==> src/rtl/axi_sram_slv_if.sv <==
// AXI4 slave bus plus SRAM macro pins for axi_sram_slv.
// The slave modport is the RAM endpoint's view; master is the driver side.
interface axi_sram_slv_if #(
   parameter int AW  = 32,
   parameter int DW  = 32,
   parameter int IDW = 8,
   parameter int MW  = 12
);
   // write address channel
   logic [IDW-1:0] awid;
   logic [AW-1:0]  awaddr;
   logic [7:0]     awlen;
   logic [2:0]     awsize;
   logic [1:0]     awburst;
   logic           awvalid;
   logic           awready;
   // write data channel
   logic [DW-1:0]  wdata;
   logic [3:0]     wstrb;
   logic           wlast;
   logic           wvalid;
   logic           wready;
   // write response channel
   logic [IDW-1:0] bid;
   logic [1:0]     bresp;
   logic           bvalid;
   logic           bready;
   // read address channel
   logic [IDW-1:0] arid;
   logic [AW-1:0]  araddr;
   logic [7:0]     arlen;
   logic [2:0]     arsize;
   logic [1:0]     arburst;
   logic           arvalid;
   logic           arready;
   // read data channel
   logic [IDW-1:0] rid;
   logic [DW-1:0]  rdata;
   logic [1:0]     rresp;
   logic           rlast;
   logic           rvalid;
   logic           rready;
   // SRAM macro
   logic           sram_ce;
   logic           sram_we;
   logic [MW-1:0]  sram_addr;
   logic [DW-1:0]  sram_wdata;
   logic [3:0]     sram_be;
   logic [DW-1:0]  sram_rdata;

   modport slave (
      input  awid, awaddr, awlen, awsize, awburst, awvalid,
      output awready,
      input  wdata, wstrb, wlast, wvalid,
      output wready,
      output bid, bresp, bvalid,
      input  bready,
      input  arid, araddr, arlen, arsize, arburst, arvalid,
      output arready,
      output rid, rdata, rresp, rlast, rvalid,
      input  rready,
      output sram_ce, sram_we, sram_addr, sram_wdata, sram_be,
      input  sram_rdata
   );

   modport master (
      output awid, awaddr, awlen, awsize, awburst, awvalid,
      input  awready,
      output wdata, wstrb, wlast, wvalid,
      input  wready,
      input  bid, bresp, bvalid,
      output bready,
      output arid, araddr, arlen, arsize, arburst, arvalid,
      input  arready,
      input  rid, rdata, rresp, rlast, rvalid,
      output rready,
      input  sram_ce, sram_we, sram_addr, sram_wdata, sram_be,
      output sram_rdata
   );
endinterface

==> src/rtl/axi_sram_slv.sv <==
// AXI4 slave onto a single-port synchronous SRAM, one transaction at a time.
// Handshakes: a transfer happens on a rising edge where valid & ready are both
// high; a source holds its valid and payload stable until that edge.
module axi_sram_slv #(
   parameter int AW  = 32,
   parameter int DW  = 32,
   parameter int IDW = 8,
   parameter int MW  = 12
) (
   input  logic          clk,
   input  logic          reset,
   axi_sram_slv_if.slave bus,
   output logic [1:0]    o_dbg_state
);
   typedef enum logic [1:0] {IDLE = 2'd0, WR = 2'd1, WRESP = 2'd2, RD = 2'd3} state_t;
   localparam logic [1:0] BURST_INCR = 2'b01;
   localparam logic [1:0] BURST_WRAP = 2'b10;

   state_t         r_state, w_state_nxt;
   logic           r_favor_wr;     // 0: read wins a tie, 1: write wins
   logic [AW-1:0]  r_addr;
   logic [7:0]     r_len;
   logic [7:0]     r_beat;         // beats accepted (write) or issued (read)
   logic [2:0]     r_size;
   logic [1:0]     r_burst;
   logic [IDW-1:0] r_id;
   logic           r_err;
   logic           r_issue_done;
   logic           r_rvalid;
   logic           r_rlast;
   logic [1:0]     r_rresp;
   logic           r_fresh;        // rvalid beat arrived this cycle from the SRAM
   logic [DW-1:0]  r_rdata;

   logic           w_grant_rd, w_grant_wr;
   logic [AW-1:0]  w_sel_addr;
   logic [7:0]     w_sel_len;
   logic [2:0]     w_sel_size;
   logic [1:0]     w_sel_burst;
   logic [IDW-1:0] w_sel_id;
   logic           w_wrap_len_ok, w_hs_err;
   logic [AW-1:0]  w_step, w_wrap_mask, w_next_addr;
   logic           w_step_err, w_wr_beat, w_rd_issue;
   logic [DW-1:0]  w_rdata;
   logic           w_awready, w_arready, w_wready, w_bvalid;
   logic           w_sram_ce, w_sram_we;
   logic [3:0]     w_sram_be;

   // arbitration between the two address channels, only while idle
   assign w_grant_rd = (r_state == IDLE) && bus.arvalid && (!bus.awvalid || !r_favor_wr);
   assign w_grant_wr = (r_state == IDLE) && bus.awvalid && !w_grant_rd;

   assign w_sel_addr  = w_grant_rd ? bus.araddr  : bus.awaddr;
   assign w_sel_len   = w_grant_rd ? bus.arlen   : bus.awlen;
   assign w_sel_size  = w_grant_rd ? bus.arsize  : bus.awsize;
   assign w_sel_burst = w_grant_rd ? bus.arburst : bus.awburst;
   assign w_sel_id    = w_grant_rd ? bus.arid    : bus.awid;

   assign w_wrap_len_ok = (w_sel_len == 8'd1) || (w_sel_len == 8'd3) ||
                          (w_sel_len == 8'd7) || (w_sel_len == 8'd15);
   assign w_hs_err = (w_sel_size > 3'd2) || (|w_sel_addr[AW-1:MW+2]) ||
                     (w_sel_burst == 2'b11) ||
                     ((w_sel_burst == BURST_WRAP) && !w_wrap_len_ok);

   // beat address stepping; WRAP keeps the upper bits and wraps the low ones
   assign w_step      = AW'(1) << r_size;
   assign w_wrap_mask = ((AW'(r_len) + AW'(1)) << r_size) - AW'(1);

   // next beat address for FIXED / INCR / WRAP
   always_comb begin
      w_next_addr = r_addr;
      if (r_burst == BURST_INCR)
         w_next_addr = r_addr + w_step;
      else if (r_burst == BURST_WRAP)
         w_next_addr = (r_addr & ~w_wrap_mask) | ((r_addr + w_step) & w_wrap_mask);
   end

   assign w_step_err = (r_burst == BURST_INCR) && (|w_next_addr[AW-1:MW+2]);
   assign w_wr_beat  = (r_state == WR) && bus.wvalid;
   assign w_rd_issue = (r_state == RD) && !r_issue_done && (!r_rvalid || bus.rready);
   // a fresh beat comes straight from the macro; a stalled one from the capture
   assign w_rdata    = r_rresp[1] ? '0 : (r_fresh ? bus.sram_rdata : r_rdata);

   // state register
   always_ff @(posedge clk) begin
      if (reset) r_state <= IDLE;
      else       r_state <= w_state_nxt;
   end

   // next state and channel/SRAM strobes
   always_comb begin
      w_state_nxt = r_state;
      w_awready   = 1'b0;
      w_arready   = 1'b0;
      w_wready    = 1'b0;
      w_bvalid    = 1'b0;
      w_sram_ce   = 1'b0;
      w_sram_we   = 1'b0;
      w_sram_be   = 4'h0;
      case (r_state)
         IDLE: begin
            w_arready = w_grant_rd;
            w_awready = w_grant_wr;
            if (w_grant_rd)      w_state_nxt = RD;
            else if (w_grant_wr) w_state_nxt = WR;
         end
         WR: begin
            w_wready = 1'b1;
            if (bus.wvalid) begin
               if (!r_err) begin
                  w_sram_ce = 1'b1;
                  w_sram_we = 1'b1;
                  w_sram_be = bus.wstrb;
               end
               if (bus.wlast) w_state_nxt = WRESP;
            end
         end
         WRESP: begin
            w_bvalid = 1'b1;
            if (bus.bready) w_state_nxt = IDLE;
         end
         RD: begin
            if (w_rd_issue && !r_err) w_sram_ce = 1'b1;
            if (r_rvalid && bus.rready && r_rlast) w_state_nxt = IDLE;
         end
         default: w_state_nxt = IDLE;
      endcase
   end

   // transaction context, beat bookkeeping and read output pipeline
   always_ff @(posedge clk) begin
      if (reset) begin
         r_favor_wr   <= 1'b0;
         r_addr       <= '0;
         r_len        <= '0;
         r_beat       <= '0;
         r_size       <= '0;
         r_burst      <= '0;
         r_id         <= '0;
         r_err        <= 1'b0;
         r_issue_done <= 1'b0;
         r_rvalid     <= 1'b0;
         r_rlast      <= 1'b0;
         r_rresp      <= 2'b00;
         r_fresh      <= 1'b0;
         r_rdata      <= '0;
      end else begin
         if (w_grant_rd || w_grant_wr) begin
            r_favor_wr   <= w_grant_rd;
            r_addr       <= w_sel_addr;
            r_len        <= w_sel_len;
            r_size       <= w_sel_size;
            r_burst      <= w_sel_burst;
            r_id         <= w_sel_id;
            r_err        <= w_hs_err;
            r_beat       <= '0;
            r_issue_done <= 1'b0;
         end
         if (w_wr_beat) begin
            r_beat <= r_beat + 8'd1;
            r_addr <= w_next_addr;
            // early wlast, missing wlast at len, or running off the end
            if (w_step_err || (bus.wlast != (r_beat == r_len))) r_err <= 1'b1;
         end
         if (w_rd_issue) begin
            r_beat       <= r_beat + 8'd1;
            r_addr       <= w_next_addr;
            r_issue_done <= (r_beat == r_len);
            if (w_step_err) r_err <= 1'b1;
            r_rvalid     <= 1'b1;
            r_rlast      <= (r_beat == r_len);
            r_rresp      <= r_err ? 2'b10 : 2'b00;
         end else if (r_rvalid && bus.rready) begin
            r_rvalid <= 1'b0;
            r_rlast  <= 1'b0;
            r_rresp  <= 2'b00;
         end
         r_fresh <= w_rd_issue;
         if (r_fresh) r_rdata <= w_rdata;
      end
   end

   assign bus.awready    = w_awready;
   assign bus.arready    = w_arready;
   assign bus.wready     = w_wready;
   assign bus.bvalid     = w_bvalid;
   assign bus.bid        = r_id;
   assign bus.bresp      = (r_state == WRESP && r_err) ? 2'b10 : 2'b00;
   assign bus.rid        = r_id;
   assign bus.rdata      = w_rdata;
   assign bus.rresp      = r_rresp;
   assign bus.rlast      = r_rlast;
   assign bus.rvalid     = r_rvalid;
   assign bus.sram_ce    = w_sram_ce;
   assign bus.sram_we    = w_sram_we;
   assign bus.sram_addr  = r_addr[MW+1:2];
   assign bus.sram_wdata = bus.wdata;
   assign bus.sram_be    = w_sram_be;
   assign o_dbg_state    = r_state;
endmodule

==> src/flat_wrapper.sv <==
// flat-port wrapper written by rule: the top's interface ports become plain ports
module axi_sram_slv_flat 
#(
   parameter int AW  = 32,
   parameter int DW  = 32,
   parameter int IDW = 8,
   parameter int MW  = 12
)
  (clk, reset, o_dbg_state, bus_awid, bus_awaddr, bus_awlen, bus_awsize, bus_awburst, bus_awvalid, bus_awready, bus_wdata, bus_wstrb, bus_wlast, bus_wvalid, bus_wready, bus_bid, bus_bresp, bus_bvalid, bus_bready, bus_arid, bus_araddr, bus_arlen, bus_arsize, bus_arburst, bus_arvalid, bus_arready, bus_rid, bus_rdata, bus_rresp, bus_rlast, bus_rvalid, bus_rready, bus_sram_ce, bus_sram_we, bus_sram_addr, bus_sram_wdata, bus_sram_be, bus_sram_rdata);
  axi_sram_slv_if #(.AW(AW), .DW(DW), .IDW(IDW), .MW(MW)) bus_i ();
  input  logic clk;
  input  logic reset;
  output logic [1:0] o_dbg_state;
  input wire logic [$bits(bus_i.awid)-1:0] bus_awid;
  input wire logic [$bits(bus_i.awaddr)-1:0] bus_awaddr;
  input wire logic [$bits(bus_i.awlen)-1:0] bus_awlen;
  input wire logic [$bits(bus_i.awsize)-1:0] bus_awsize;
  input wire logic [$bits(bus_i.awburst)-1:0] bus_awburst;
  input wire logic [$bits(bus_i.awvalid)-1:0] bus_awvalid;
  output wire logic [$bits(bus_i.awready)-1:0] bus_awready;
  input wire logic [$bits(bus_i.wdata)-1:0] bus_wdata;
  input wire logic [$bits(bus_i.wstrb)-1:0] bus_wstrb;
  input wire logic [$bits(bus_i.wlast)-1:0] bus_wlast;
  input wire logic [$bits(bus_i.wvalid)-1:0] bus_wvalid;
  output wire logic [$bits(bus_i.wready)-1:0] bus_wready;
  output wire logic [$bits(bus_i.bid)-1:0] bus_bid;
  output wire logic [$bits(bus_i.bresp)-1:0] bus_bresp;
  output wire logic [$bits(bus_i.bvalid)-1:0] bus_bvalid;
  input wire logic [$bits(bus_i.bready)-1:0] bus_bready;
  input wire logic [$bits(bus_i.arid)-1:0] bus_arid;
  input wire logic [$bits(bus_i.araddr)-1:0] bus_araddr;
  input wire logic [$bits(bus_i.arlen)-1:0] bus_arlen;
  input wire logic [$bits(bus_i.arsize)-1:0] bus_arsize;
  input wire logic [$bits(bus_i.arburst)-1:0] bus_arburst;
  input wire logic [$bits(bus_i.arvalid)-1:0] bus_arvalid;
  output wire logic [$bits(bus_i.arready)-1:0] bus_arready;
  output wire logic [$bits(bus_i.rid)-1:0] bus_rid;
  output wire logic [$bits(bus_i.rdata)-1:0] bus_rdata;
  output wire logic [$bits(bus_i.rresp)-1:0] bus_rresp;
  output wire logic [$bits(bus_i.rlast)-1:0] bus_rlast;
  output wire logic [$bits(bus_i.rvalid)-1:0] bus_rvalid;
  input wire logic [$bits(bus_i.rready)-1:0] bus_rready;
  output wire logic [$bits(bus_i.sram_ce)-1:0] bus_sram_ce;
  output wire logic [$bits(bus_i.sram_we)-1:0] bus_sram_we;
  output wire logic [$bits(bus_i.sram_addr)-1:0] bus_sram_addr;
  output wire logic [$bits(bus_i.sram_wdata)-1:0] bus_sram_wdata;
  output wire logic [$bits(bus_i.sram_be)-1:0] bus_sram_be;
  input wire logic [$bits(bus_i.sram_rdata)-1:0] bus_sram_rdata;
  assign bus_i.awid = bus_awid;
  assign bus_i.awaddr = bus_awaddr;
  assign bus_i.awlen = bus_awlen;
  assign bus_i.awsize = bus_awsize;
  assign bus_i.awburst = bus_awburst;
  assign bus_i.awvalid = bus_awvalid;
  assign bus_awready = bus_i.awready;
  assign bus_i.wdata = bus_wdata;
  assign bus_i.wstrb = bus_wstrb;
  assign bus_i.wlast = bus_wlast;
  assign bus_i.wvalid = bus_wvalid;
  assign bus_wready = bus_i.wready;
  assign bus_bid = bus_i.bid;
  assign bus_bresp = bus_i.bresp;
  assign bus_bvalid = bus_i.bvalid;
  assign bus_i.bready = bus_bready;
  assign bus_i.arid = bus_arid;
  assign bus_i.araddr = bus_araddr;
  assign bus_i.arlen = bus_arlen;
  assign bus_i.arsize = bus_arsize;
  assign bus_i.arburst = bus_arburst;
  assign bus_i.arvalid = bus_arvalid;
  assign bus_arready = bus_i.arready;
  assign bus_rid = bus_i.rid;
  assign bus_rdata = bus_i.rdata;
  assign bus_rresp = bus_i.rresp;
  assign bus_rlast = bus_i.rlast;
  assign bus_rvalid = bus_i.rvalid;
  assign bus_i.rready = bus_rready;
  assign bus_sram_ce = bus_i.sram_ce;
  assign bus_sram_we = bus_i.sram_we;
  assign bus_sram_addr = bus_i.sram_addr;
  assign bus_sram_wdata = bus_i.sram_wdata;
  assign bus_sram_be = bus_i.sram_be;
  assign bus_i.sram_rdata = bus_sram_rdata;
  axi_sram_slv #(.AW(AW), .DW(DW), .IDW(IDW), .MW(MW)) u_core (.clk(clk), .reset(reset), .bus(bus_i), .o_dbg_state(o_dbg_state));
endmodule
==> config.mk <==
export PLATFORM = sky130hd
export DESIGN_NAME = axi_sram_slv_flat
export DESIGN_NICKNAME = d
export VERILOG_FILES = /design/src/rtl/axi_sram_slv_if.sv /design/src/rtl/axi_sram_slv.sv /design/src/flat_wrapper.sv
export SDC_FILE = /design/constraint.sdc
export NUM_CORES = 1
export LEC_CHECK = 0
export ABC_AREA = 1
export BUFFER_PORTS_ARGS = -buffer_cell sky130_fd_sc_hd__buf_2
export CORE_AREA = 2 2 124 126
export CTS_CLUSTER_DIAMETER = 150
export DETAILED_ROUTE_END_ITERATION = 16
export DIE_AREA = 0 0 126 128
export PLACE_DENSITY = 0.95
export SLEW_MARGIN = 10
export SYNTH_ARGS = -nofsm -noshare
export SYNTH_HDL_FRONTEND = slang
export SYNTH_SLANG_ARGS = --single-unit
==> constraint.sdc <==
create_clock -name clk -period 4.8 [get_ports clk]
set_input_delay 0 -clock clk [delete_from_list [all_inputs] [get_ports clk]]
set_output_delay 0 -clock clk [all_outputs]
set_load 0.02 [all_outputs]
Yosys cells after proc, flatten, opt, wreduce, memory -nomap -nowiden

Index checks and enable logic that the tools add are counted.

Register bits: 103
Bits in latches: 0
Memory bits (writable): 0
Bits in read-only memories: 0
Input port bits: 182
Output and inout port bits: 110
Word-level logic and storage cells: 129
Memories: 0

Add/subtract/negate cells: 4
$mul: 0
Div/mod/pow operators: 0
Magnitude comparators: 1
Eq/ne operators: 18
Shifts and indexed selects: 2
Multiplexer cells: 48
Bitwise logic cells: 4
Reduce and logical (&&, ||, !) cells: 37

Operators with widths:

| cell                                                                  | number |
|---|---|
| 32-bit 2-to-1 mux                                                     | 8 |
| 32-bit bitwise AND                                                    | 2 |
| 8-bit 2-to-1 mux                                                      | 5 |
| 18-bit OR reduction                                                   | 2 |
| 32-bit adder                                                          | 1 |
| 32-bit NOT                                                            | 1 |
| 32-bit OR                                                             | 1 |
| 1-bit by 3-bit << shifter with 32-bit output (first input constant)   | 1 |
| 32-bit by 3-bit << shifter with 32-bit output                         | 1 |
| 32-bit by 1-bit subtractor with 32-bit output (second input constant) | 1 |
| 2-bit 2-to-1 mux                                                      | 11 |
| 1-bit 2-to-1 mux                                                      | 18 |
| 1-bit logical AND                                                     | 13 |
| 4-bit 2-to-1 mux                                                      | 3 |
| 2-bit == test (second input constant)                                 | 5 |
| 1-bit logical OR                                                      | 10 |
| 8-bit by 1-bit adder with 9-bit output (second input constant)        | 1 |
| 8-bit by 1-bit adder with 8-bit output (second input constant)        | 1 |
| 8-bit by 1-bit == test with 1-bit output (second input constant)      | 1 |
| 8-bit by 2-bit == test with 1-bit output (second input constant)      | 1 |
| 8-bit by 3-bit == test with 1-bit output (second input constant)      | 1 |
| 8-bit by 4-bit == test with 1-bit output (second input constant)      | 1 |
| 8-bit == test                                                         | 1 |
| 2-bit != test (second input constant)                                 | 4 |
| other kinds (12)                                                      | 20 |

Logic depth before layout (Yosys ltp)

Depth in word-level cells: 16
Mapped depth: 28
Mapped depth without buffers: 27

Least setup slack after synthesis

No wires, ideal clock.

Path kind: register to register
Start: reg u_core.r_len[1]
End: reg u_core.r_err
Setup time: 0.131 ns
Arrival: 3.089 ns
Required time: 4.669 ns
Setup slack: 1.581 ns
Stages on the path, launching flop included: 28
Path buffers: 0
Period minus slack after synthesis: 3.219 ns
Cells stage by stage: dfxtp_1 > ha_1 > nand2_2 > inv_1 > nand3_1 > clkinv_1 > nand2_1 > nand2_2 > nand2_2 > nand3_1 > nand2_1 > nand2_1 > nor2_1 > nand2_1 > nor4_1 > ha_1 > nand2_1 > a2111o_1 > nor2_1 > xor2_1 > inv_1 > nand2_1 > nor2_1 > nand3_1 > nor2_1 > nand3_1 > nand2_1 > a21oi_2

Cells in the longest elaborated chain, start to end: 15
Elaborated cells on any way between the ends: 18

RTL lines:

| what                                          | RTL line            | RTL |
|---|---|---|
| start: declaration                            | axi_sram_slv.sv:22  | `logic [7:0] r_len;` |
| start signal: assignment                      | axi_sram_slv.sv:151 | `r_len <= w_sel_len;` |
| 8-bit by 1-bit adder with 9-bit output        | axi_sram_slv.sv:67  | `assign w_wrap_mask = ((AW'(r_len) + AW'(1)) << r_size) - AW'(1);` |
| 32-bit by 3-bit << shifter with 32-bit output | axi_sram_slv.sv:67  |  |
| 32-bit by 1-bit subtractor with 32-bit output | axi_sram_slv.sv:67  |  |
| 32-bit NOT                                    | axi_sram_slv.sv:75  | `w_next_addr = (r_addr & ~w_wrap_mask) \| ((r_addr + w_step) & w_wrap_mask);` |
| 32-bit bitwise AND                            | axi_sram_slv.sv:75  |  |
| 32-bit OR                                     | axi_sram_slv.sv:75  |  |
| 32-bit 2-to-1 mux                             | axi_sram_slv.sv:74  | `else if (r_burst == BURST_WRAP)` |
| 32-bit 2-to-1 mux                             | axi_sram_slv.sv:72  | `if (r_burst == BURST_INCR)` |
| 18-bit OR reduction                           | axi_sram_slv.sv:78  | `assign w_step_err = (r_burst == BURST_INCR) && (\|w_next_addr[AW-1:MW+2]);` |
| 1-bit logical AND                             | axi_sram_slv.sv:78  |  |
| 1-bit logical OR                              | axi_sram_slv.sv:163 | `if (w_step_err \|\| (bus.wlast != (r_beat == r_len))) r_err <= 1'b1;` |
| 1-bit 2-to-1 mux                              | axi_sram_slv.sv:163 |  |
| 1-bit 2-to-1 mux                              | axi_sram_slv.sv:159 | `if (w_wr_beat) begin` |
| 1-bit 2-to-1 mux                              | axi_sram_slv.sv:169 | `if (w_step_err) r_err <= 1'b1;` |
| 1-bit 2-to-1 mux (*)                          | axi_sram_slv.sv:165 | `if (w_rd_issue) begin` |
| end signal: assignment                        | axi_sram_slv.sv:155 | `r_err <= w_hs_err;` |
| end: declaration                              | axi_sram_slv.sv:27  | `logic r_err;` |

Every way passes the cells marked *; elsewhere a longest branch is shown, timed or not.
A chain may end at the register's enable or synchronous reset.

Final worst setup path

Start: reg u_core.r_len[0]
End: reg u_core.r_err

Same word-level chain as after synthesis.

==> results.cfg <==
[outcome]
status = finished, final reports clean

[worst_setup_path]
slowest_delay_ns = 0.50
path_class = register to register
cpMostUsedCell = nand2_1
slowest_stage = dfxtp_1
critical_path.endpoint_type = register
critPathArrivalTime_ns = 4.21
required_ns = 5.01
setup.worst_path.start_class = register
crit_fanout = 9

[drt]
post-route-drc-count = 0
wirelength_um = 25320
wl_per_cell_um = 15.78
avgViaCountPerCell = 5.707
drt_iter0_markers = 809
num_vias = 9159
antenna_left = 0
drt-pass1-iter-count = 5

[cts]
cts_num_sinks = 102
clock_latency_ns = 0.35
cts_tree = done
root_buffer = clkbuf_16
clockBufferDepth = 2
cts_resized = 0
clk_pin_slew_ns = 0.07
h-tree-depth = 3
cts_buffers = 9

[placed_design]
gp_congestion = 0.9629
port_buffers = 225
dp_hpwl_um = 17830
place_ws_ns = 0.8736

[sta]
worst_slack_ns = 0.8003
clock.fmax_mhz = 250.0
setup_viol = 0
post-route-period-util_pct = 83.33
relSlewSlack_pct = 19.82
hold_viol = 0
finalClockSkew_ns = 0.009399
setup_tns_ns = 0
rsz0062_at_grt = no
finalMaxSlewViolations = 0
holdWs_ns = 0.000008815
layout_min_cycle_time_ns = 4.000
tightest_slew_ns = 1.201

[synth]
synthMuxAreaShare_pct = 7.151
netlist_instances = 1229
ys_seq_area_share_pct = 25.59
yosys.area_share.simple_pct = 34.01
synth_edf_count = 0
synth_top_family_by_area = simple AND/OR/NAND/NOR gates
yosysUniqueCellTypes = 54
yosys.area_share.adder_pct = 2.133
async_reset_ff_share_pct = 0
synth-compound-area-share_pct = 15.31
syn-mean-instance-area_um2 = 6.492
synth_top_flop_cell = dfxtp_1
synthesis.area_mm2 = 0.007979
synth_warnings = 0
synth_xor_area_share_pct = 1.976
synth-seq-cells = 102

[floorplanning]
placementRows = 45
ios = 292
die_h_um = 128
die-area_mm2 = 0.01613
die_w_um = 126
initial_core_util_pct = 53.68
core_mm2 = 0.01486

[global_route]
grt_pass1_vias = 8642
gr-usage-all-layers_pct = 30.98
met2_usage_pct = 53.48
use_met1_pct = 38.07
grt_start_max_net_pins = 64
grt_first_pass_wirelength_um = 41370
grt_overflow = 0
top_usage_layer = met2
grtUsageMet3_pct = 4.967
grt_antenna_before_repair = 0

[layout]
nets = 1607
syn_to_final_growth_pct = 20.39
drive_gt1_share_pct = 21.95
final_core_util_pct = 64.62
final_cell_mix = nand2_1 (241), buf_2 (225), nor2_1 (125)
layout_commonest_cell = nand2_1
antennaDiodeCount = 0

[min_path]
hp-class = input pin to primary output

[power]
p_per_area_mw_per_mm2 = 485.0
p_total_mw = 4.659
peakVddDrop_mv = 0.4706
leakagePower_nw = 4.733

[flow_run]
max_cap_viol_count = 0
-- Yosys cell counts, drive strengths merged, types with 7 or more instances --
cell / n / area, um^2
nand2: 262 / 1046
xor2: 11 / 96.34
ha: 12 / 150.1
nor2: 136 / 565.5
nand3: 120 / 678.2
inv: 102 / 382.9
a31oi: 15 / 93.84
mux2i: 57 / 570.6
o21ai: 72 / 364.1
xnor2: 7 / 61.31
nand4: 13 / 81.33
dfxtp: 102 / 2042
clkbuf: 45 / 168.9
nor3: 48 / 240.2
o22ai: 14 / 87.58
buf: 76 / 535.5
a21oi: 89 / 449.2
-- stage by stage --
step	std cells	area, um^2
after floorplan	1230	7983
after global placement	1533	8731
after detailed placement	1533	8731
after CTS	1605	9605
after global routing	1605	9605
final	1605	9605
-- cell families (layout without fill, tap and decap cells) --
kind of cell / count (synthesis) / in the layout
and+or+nand+nor: 594 / 594
DFF: 102 / 102
other: 1 / 2
xor gates and xnor gates: 18 / 18
muxes: 57 / 57
AOI/OAI and AO/OA: 218 / 218
adders and majority gates: 13 / 13
buffers and inverters: 226 / 413
-- layer usage --
layer,part of all wire [%],up-vias
met1,39,4154
met2,49,476
met3,7.5,104
li1,-,4425
met4,4.0,0
met5,0,-
-- report_power, final --
part | switching, mW | total (mW) | internal, mW
Sequential | 0.210 | 1.24 | 1.03
Combinational | 1.74 | 2.64 | 0.902
Clock | 0.365 | 0.782 | 0.417
-- repair_timing --
item,4_1_cts,5_1_grt
hold buffers,56,0
endpoints found under the hold margin,46,0
buffers inserted,0,0
-- critical path: cells and delay by family (launching register included) --
family,cells,cell delay [ns]
buffers and inverters,2,0.18
and+or+nand+nor,19,2.16
xor gates and xnor gates,1,0.10
DFF,1,0.50
adders and majority gates,2,0.47
AOI/OAI and AO/OA,2,0.44
-- path summary, 6_finish.rpt --
kind / end / cells past startpoint / from / slack, ns
hold reg to reg: u_core.r_favor_wr / 2 / u_core.r_favor_wr / 0.48
setup / recovery: u_core.r_err / 26 / u_core.r_len[0] / 0.80
hold / removal: bus_sram_wdata[11] / 0 / bus_wdata[11] / 0.000009
setup reg to reg: u_core.r_err / 26 / u_core.r_len[0] / 0.80
-- registers in the layout, indices dropped and copies added (netlist names), 2 cells and up --
register / count
u_core.bus.bid: 8
u_core.o_dbg_state: 2
u_core.r_addr: 32
u_core.r_beat: 8
u_core.r_burst: 2
u_core.r_len: 8
u_core.r_rdata: 32
u_core.r_size: 3
-- cell type report --
cell class,count,area (um^2)
Fill cell,1260,5259
Sequential cell,102,2043
Clock buffer,9,225.2
Clock inverter,7,88.84
Inverter,105,395.4
Timing Repair Buffer,292,1769
Multi-Input combinational cell,902,4848
Tap cell,188,235.2
No activity file was read; power rests on OpenSTA's default activity.
